==> src/rtl/cpu_controller.sv <==
// Instruction-sequencing Moore FSM for the 16-bit CPU; outputs are registered alongside the state.
// Outputs change at the same edge as the state, and there is no backpressure: one datapath step per cycle.
module cpu_controller (
  input  logic       clk,
  input  logic       rst,
  input  logic [2:0] opcode,
  input  logic [1:0] op,
  output logic [2:0] nsel,
  output logic       write,
  output logic       loada,
  output logic       loadb,
  output logic       loadc,
  output logic       loads,
  output logic       asel,
  output logic       bsel,
  output logic [1:0] vsel,
  output logic       load_ir,
  output logic       load_pc,
  output logic       reset_pc,
  output logic       load_addr,
  output logic       addr_sel,
  output logic [1:0] mem_cmd,
  output logic       instr_done,
  output logic       halted,
  output logic       illegal
);

  typedef enum logic [4:0] {
    S_RST, S_IF1, S_IF2, S_UPDATE_PC, S_DECODE, S_WR_IMM, S_GET_A, S_GET_B,
    S_EXEC, S_EXEC_Z, S_WR_RD, S_CMP_S, S_ADDR, S_LD_ADDR, S_RD1, S_RD2,
    S_GET_RD, S_PASS_RD, S_MEM_WR, S_HALT_E, S_HALT, S_ILL_E, S_ILL
  } state_t;

  typedef struct packed {
    logic [2:0] nsel;
    logic       write;
    logic       loada;
    logic       loadb;
    logic       loadc;
    logic       loads;
    logic       asel;
    logic       bsel;
    logic [1:0] vsel;
    logic       load_ir;
    logic       load_pc;
    logic       reset_pc;
    logic       load_addr;
    logic       addr_sel;
    logic [1:0] mem_cmd;
    logic       instr_done;
    logic       halted;
    logic       illegal;
  } ctl_t;

  localparam logic [4:0] I_MOVI = 5'b110_10;
  localparam logic [4:0] I_MOVR = 5'b110_00;
  localparam logic [4:0] I_ADD  = 5'b101_00;
  localparam logic [4:0] I_CMP  = 5'b101_01;
  localparam logic [4:0] I_AND  = 5'b101_10;
  localparam logic [4:0] I_MVN  = 5'b101_11;
  localparam logic [4:0] I_LDR  = 5'b011_00;
  localparam logic [4:0] I_STR  = 5'b100_00;

  // Halt and illegal-halt each have an entry state so instr_done pulses exactly once.
  function automatic ctl_t decode_state(input state_t s);
    ctl_t c;
    c = '0;
    case (s)
      S_RST:       begin c.reset_pc = 1'b1; c.load_pc = 1'b1; end
      S_IF1:       begin c.addr_sel = 1'b1; c.mem_cmd = 2'b01; end
      S_IF2:       begin c.addr_sel = 1'b1; c.mem_cmd = 2'b01; c.load_ir = 1'b1; end
      S_UPDATE_PC: c.load_pc = 1'b1;
      S_WR_IMM:    begin c.nsel = 3'b001; c.vsel = 2'b10; c.write = 1'b1; c.instr_done = 1'b1; end
      S_GET_A:     begin c.nsel = 3'b001; c.loada = 1'b1; end
      S_GET_B:     begin c.nsel = 3'b100; c.loadb = 1'b1; end
      S_EXEC:      c.loadc = 1'b1;
      S_EXEC_Z:    begin c.loadc = 1'b1; c.asel = 1'b1; end
      S_WR_RD:     begin c.nsel = 3'b010; c.vsel = 2'b00; c.write = 1'b1; c.instr_done = 1'b1; end
      S_CMP_S:     begin c.loads = 1'b1; c.instr_done = 1'b1; end
      S_ADDR:      begin c.bsel = 1'b1; c.loadc = 1'b1; end
      S_LD_ADDR:   c.load_addr = 1'b1;
      S_RD1:       c.mem_cmd = 2'b01;
      S_RD2:       begin
        c.mem_cmd = 2'b01; c.nsel = 3'b010; c.vsel = 2'b11;
        c.write = 1'b1; c.instr_done = 1'b1;
      end
      S_GET_RD:    begin c.nsel = 3'b010; c.loadb = 1'b1; end
      S_PASS_RD:   begin c.asel = 1'b1; c.loadc = 1'b1; end
      S_MEM_WR:    begin c.mem_cmd = 2'b10; c.instr_done = 1'b1; end
      S_HALT_E:    begin c.halted = 1'b1; c.instr_done = 1'b1; end
      S_HALT:      c.halted = 1'b1;
      S_ILL_E:     begin c.halted = 1'b1; c.illegal = 1'b1; c.instr_done = 1'b1; end
      S_ILL:       begin c.halted = 1'b1; c.illegal = 1'b1; end
      default:     c = '0;
    endcase
    return c;
  endfunction

  state_t     state_q, state_d;
  ctl_t       ctl_q, ctl_d;
  logic [4:0] instr;

  assign instr = {opcode, op};

  always_comb begin
    state_d = state_q;
    case (state_q)
      S_RST:       state_d = S_IF1;
      S_IF1:       state_d = S_IF2;
      S_IF2:       state_d = S_UPDATE_PC;
      S_UPDATE_PC: state_d = S_DECODE;
      S_DECODE: begin
        case (instr)
          I_MOVI:               state_d = S_WR_IMM;
          I_MOVR, I_MVN:        state_d = S_GET_B;
          I_ADD, I_AND, I_CMP:  state_d = S_GET_A;
          I_LDR, I_STR:         state_d = S_GET_A;
          default:              state_d = (opcode == 3'b111) ? S_HALT_E : S_ILL_E;
        endcase
      end
      S_GET_A:     state_d = (instr == I_LDR || instr == I_STR) ? S_ADDR : S_GET_B;
      S_GET_B: begin
        if (instr == I_CMP)                         state_d = S_CMP_S;
        else if (instr == I_MOVR || instr == I_MVN) state_d = S_EXEC_Z;
        else                                        state_d = S_EXEC;
      end
      S_EXEC, S_EXEC_Z: state_d = S_WR_RD;
      S_ADDR:      state_d = S_LD_ADDR;
      S_LD_ADDR:   state_d = (instr == I_LDR) ? S_RD1 : S_GET_RD;
      S_RD1:       state_d = S_RD2;
      S_GET_RD:    state_d = S_PASS_RD;
      S_PASS_RD:   state_d = S_MEM_WR;
      S_WR_IMM, S_WR_RD, S_CMP_S, S_RD2, S_MEM_WR: state_d = S_IF1;
      S_HALT_E, S_HALT: state_d = S_HALT;
      S_ILL_E, S_ILL:   state_d = S_ILL;
      default:     state_d = S_RST;
    endcase
    ctl_d = decode_state(state_d);
  end

  always_ff @(posedge clk) begin
    if (rst) begin
      state_q <= S_RST;
      ctl_q   <= decode_state(S_RST);
    end else begin
      state_q <= state_d;
      ctl_q   <= ctl_d;
    end
  end

  assign nsel       = ctl_q.nsel;
  assign write      = ctl_q.write;
  assign loada      = ctl_q.loada;
  assign loadb      = ctl_q.loadb;
  assign loadc      = ctl_q.loadc;
  assign loads      = ctl_q.loads;
  assign asel       = ctl_q.asel;
  assign bsel       = ctl_q.bsel;
  assign vsel       = ctl_q.vsel;
  assign load_ir    = ctl_q.load_ir;
  assign load_pc    = ctl_q.load_pc;
  assign reset_pc   = ctl_q.reset_pc;
  assign load_addr  = ctl_q.load_addr;
  assign addr_sel   = ctl_q.addr_sel;
  assign mem_cmd    = ctl_q.mem_cmd;
  assign instr_done = ctl_q.instr_done;
  assign halted     = ctl_q.halted;
  assign illegal    = ctl_q.illegal;

endmodule

==> config.mk <==
export PLATFORM = sky130hd
export DESIGN_NAME = cpu_controller
export DESIGN_NICKNAME = d
export VERILOG_FILES = /design/src/rtl/cpu_controller.sv
export SDC_FILE = /design/constraint.sdc
export NUM_CORES = 1
export LEC_CHECK = 0
export ABC_AREA = 1
export CAP_MARGIN = 40
export CORE_ASPECT_RATIO = 2
export CORE_MARGIN = 8
export CORE_UTILIZATION = 50
export CTS_CLUSTER_DIAMETER = 60
export DETAILED_ROUTE_END_ITERATION = 10
export PLACE_DENSITY = 0.81
export RECOVER_POWER = 25
export SLEW_MARGIN = 20
export SYNTH_ARGS = -nofsm -noshare
export SYNTH_HDL_FRONTEND = slang
export SYNTH_SLANG_ARGS = --single-unit
==> constraint.sdc <==
create_clock -name clk -period 4.52 [get_ports clk]
set_input_delay 0.904 -clock clk [delete_from_list [all_inputs] [get_ports clk]]
set_output_delay 0.904 -clock clk [all_outputs]
set_load 0.005 [all_outputs]
* Word level (Yosys, flattened, before mapping)
Cells that the tools add are included.
** Cells by class
- Eq/ne operators :: 52
- Multiplexer cells :: 25
- Reductions and logical operators :: 22
** Operators by type and width (number)
- $eq 5x5->1 const B :: 21
- $eq 5x4->1 const B :: 17
- $pmux 5 s15 :: 1
- $eq 5x3->1 const B :: 7
- $eq 5x2->1 const B :: 4
- $reduce_or 2->1 :: 10
- $mux 1 :: 16
- $pmux 5 s3 :: 1
- $reduce_or 4->1 :: 3
- $eq 5x1->1 const B :: 2
- $logic_not 5->1 :: 2
- $pmux 3 s3 :: 1
- $pmux 2 s2 :: 2
- $reduce_or 7->1 :: 1
- $reduce_or 3->1 :: 2
- $reduce_or 6->1 :: 1
- $mux 5 :: 1
- $reduce_or 5->1 :: 1
- $mux 4 :: 1
- $eq 3x3->1 const B :: 1
- $mux 3 :: 1
- $logic_or 1x1->1 :: 2
- $mux 2 :: 1
** Storage, ports and cells
- Flip-flop bits (word level) :: 27
- Bits of input ports :: 7
- Output and inout port bits :: 22
- Word-level logic and storage cells :: 118

* Depth between registers and ports, before layout
- Word-level depth :: 8
- Mapped depth :: 14
- Depth with buffers taken out :: 14

* Least setup slack after synthesis
OpenSTA, ideal clock, no wires.
- Kind :: input -> register
- Start point :: input op[1]
- End point :: register ctl_q (netlist bit instr_done)
- Setup time :: 0.124 ns
- Arrival time :: 2.004 ns
- Required time :: 4.396 ns
- Setup slack :: 2.392 ns
- Stages on the path :: 10
- Path buffers :: 0
- Cells stage by stage :: nor2_1 -> nand3_2 -> nand3_1 -> nand3_1 -> nor2_1 -> nand3_2 -> nand3_1 -> nor2_1 -> nor2_1 -> nand3_1
** On the way
- Cells in the longest elaborated chain, start to end :: 8
- Elaborated cells between the ends (all ways) :: 27
- Those cells by class :: eq/ne: 15; mux: 7; reduce/logical: 5
** Ends and longest elaborated chain
- from (decl) :: line 7 : input logic [1:0] op,
- parallel branches: the longest is 4 deep, another holds $eq 5x5->1
- $pmux 5 s15 * :: line 107 : case (state_q)
- $eq 5x4->1 (tied with other cells) :: line 68 : case (s)
- $reduce_or 7->1 (no source line) *
- $mux 1 * :: line 68
- to (signal assigned) :: line 144 : ctl_q <= decode_state(S_RST);
- to (signal assigned) :: line 147 : ctl_q <= ctl_d;
- to (decl) :: line 100 : ctl_t ctl_q, ctl_d;
Every way passes the cells marked *.
A chain may end at the register's enable or synchronous reset.

* Worst setup path in the final report
Same ends and word-level chain as after synthesis.

==> results.md <==
* CP delay by family, top: simple AND/OR/NAND/NOR gates
* Top cells by count, synth: nand2_1 (43), nor2_1 (43), nand3_1 (29)
* Post-cts sizing count at 0
* Max Fclk at 388 MHz
* Vias in the first global route at 1407
* Final setup viols at 0
* Initial antenna violation count at 0
* Fin crit share at 57.0%
* Worst-Skew Late Latency at 270 ps
* Post-DP HPWL at 3080 µm
* Num CTS Buffers at 3
* Starting Density at 51.3%
* Post-place setup slack at 1710 ps
* Reg area at 541 µm²
* GRT Util Overall at 15.7%
* Synthesized net count at 221
* Crit path cell chain: clkdlybuf4s50_1 -> nor2_1 -> nand3_2 -> nand4_1 -> o21ai_0 -> nor2_1 -> nand2_1 -> inv_1 -> nand2_1 -> nor2_1 -> nor2_1 -> nand3_1
* Vias per inst at 5.38
* Worst EP required at 4730 ps
* Cell mode on critical path: nor2_1
* Area of the multi-input gates at 699 µm²
* Pwr/cell area at 472 mW/mm²
* Setup TNS at 0 ps
* Syn Inst Count at 214
* Clock Sinks at 27
* Core box area at 0.00270 mm²
* First-pass GRT wire length at 5950 µm
* Ys flop type: dfxtp_1
* Number of core rows at 27
* Number of I/O port buffers at 28
* Average wire per standard cell at 13.5 µm
* Minimum clock period at 2580 ps
* Reg-to-Reg End: loada
* RSZ-0062 raised after global routing: false
* P&R area growth vs syn at 24.3%
* Setup ws final at 1940 ps
* Hold Crit Class: flop to flop
* Unique masters post-synth at 23
* Max_cap viols at 0
* Die Width at 53.3 µm
* CP Buf/Inv Count at 2
* Leak Pwr at 0.000855 µW
* Fin nets at 250
* Final Wtd Congestion at 0.933
* DR vias at 1459
* Top cells by area, synth: dfxtp_1 (39%), nand2_1 (12%), nor2_1 (12%), nand3_1 (10%), inv_1 (7.6%)
* Leading area contributor after synthesis: dfxtp_1
* Total congestion overflow at 0
* Critical Path Max Stage Delay at 460 ps
* WHS Path Cells at 2
* CP Capture Type: flop
* Cts hold-fix bufs at 0
* Slew headroom at 58.4%
* WS Path Type: input port to flop
* Reg-to-reg slack, setup at 2560 ps
* Synth Register Bits at 27
* Slew @ Worst Pin at 622 ps
* Final Hold Violating Endpoints at 0
* DIE HEIGHT at 90.5 µm
* Yosys warns at 0
* Antenna Diode Count at 0
* Die area at 0.00482 mm²
* Clock skew at 4.28 ps
* Post-Syn Area at 0.00139 mm²
* HP Start: state_q[3]
* Drt pass-1 iters at 4
* Number of I/O pins at 29
* Final Core Density at 63.8%
* Top-area cell type share of the netlist area at 39.0%
* Maximum fanout along the worst path at 5
* Pins Over Slew Limit at 0
* Worst EP arrival at 2790 ps
* Starting DRT DRC Count at 83
* Layout cells sized above 1 at 7.44%
* Number of enable-type register cells in the synthesized netlist at 0
* VDD IR max at 278 µV
* R2r worst-path depth at 12
* Status: finished clean
* Sequential share of the synthesized area at 39.0%
* # DRC at 0
* Largest net degree at the start of global routing at 19
* Clock Tree Buf Depth at 2
* Syn avg cell area at 6.48 µm²
* Critical path's slowest cell: clkdlybuf4s50_1
* Worst Hold End: load_addr
* Setup repair bufs after CTS at 0
* Post-synth ARST share at 0%
* Crit start category: input port
* Antenna Nets Post-Route at 0
* TritonCTS clock tree: done
* Reg-to-Reg Start: state_q[0]
* Clock transition at path regs at 80 ps
* Root buf cell: clkbuf_8
* H-tree depth at 1
* Post-Route WL at 3660 µm
* Filler instances at 274
-- flip-flops by register name, summed over array words and instances (netlist names) --
| name | cells |
|---|---|
| bsel | 1 |
| asel | 1 |
| reset_pc | 1 |
| load_addr | 1 |
| loadc | 1 |
| nsel | 3 |
| illegal | 1 |
| state_q | 5 |
| halted | 1 |
| addr_sel | 1 |
| loads | 1 |
| write | 1 |
| load_pc | 1 |
| instr_done | 1 |
| load_ir | 1 |
| loada | 1 |
| vsel | 2 |
| mem_cmd | 2 |
| loadb | 1 |
-- layout make-up --
class,instances,share of cell area (%)
flip-flops and latches,27,31.3
inverters,33,7.18
well taps,29,2.10
repair buffers,28,16.2
multi-input cells,150,40.5
clock buffers,4,2.61
-- routing by layer --
metal	global-route usage, %	vias to the layer above	part of all wire, %
met4	10.8	0	5.4
met3	1.32	18	4.8
met1	13.4	644	33
li1	-	734	-
met2	30.1	63	57
met5	0	-	0
-- stage by stage --
| stage | instance area, µm² | power [µW] | std cells | hold slack [ps] |
|---|---|---|---|---|
| floorplan | 1390 | 554 | 214 | 522 |
| global placement | 1680 | 687 | 267 | 582 |
| detailed placement | 1680 | 691 | 267 | 578 |
| CTS | 1730 | 819 | 271 | 596 |
| global route | 1730 | 877 | 271 | 669 |
| finish | 1730 | 815 | 271 | 617 |
-- worst max path at each step --
stage                    from         end  slack, ps  depth (start not counted)
finish                  op[1]  instr_done       1940                         12
global route        opcode[2]  instr_done       1720                         12
CTS                     op[1]  instr_done       1980                         12
detailed placement      op[1]  instr_done       1710                         12
global placement        op[1]  instr_done       1710                         12
floorplan               op[1]  instr_done       2390                         10
-- tightest hold or removal path, cell delays in order (launching register included) --
cell     delay, ps
dfxtp_1        380
nand2_1        130
nor4_1          60
-- placed cells by master (no fill, tap or decap), types with 3 or more instances in the layout --
cell type        synthesis  layout
a21oi_1                  7       7
nand3_2                  4       4
nand4_1                  3       3
inv_1                   28      28
nor3_1                   5       5
clkbuf_8                 0       3
clkdlybuf4s50_1          0      20
dlygate4sd3_1            0       8
nor2_4                   3       3
nand2_1                 43      43
dfxtp_1                 27      27
nand3_1                 29      29
inv_2                    5       5
nor2_1                  43      43
-- kinds of logic (layout without fill, tap and decap cells) --
family          Yosys count  in the layout  share of synthesized area (%)
simple gates            135            135                           44.5
buf+inv                  37             65                           10.6
compound gates           15             15                           5.95
flops                    27             27                           39.0
-- power by group --
part / total, µW / internal (µW) / switching, µW
Clock: 129 / 63.0 / 66.1
Sequential: 305 / 280 / 25.2
Combinational: 381 / 136 / 245
No activity file was read; power rests on OpenSTA's default activity.
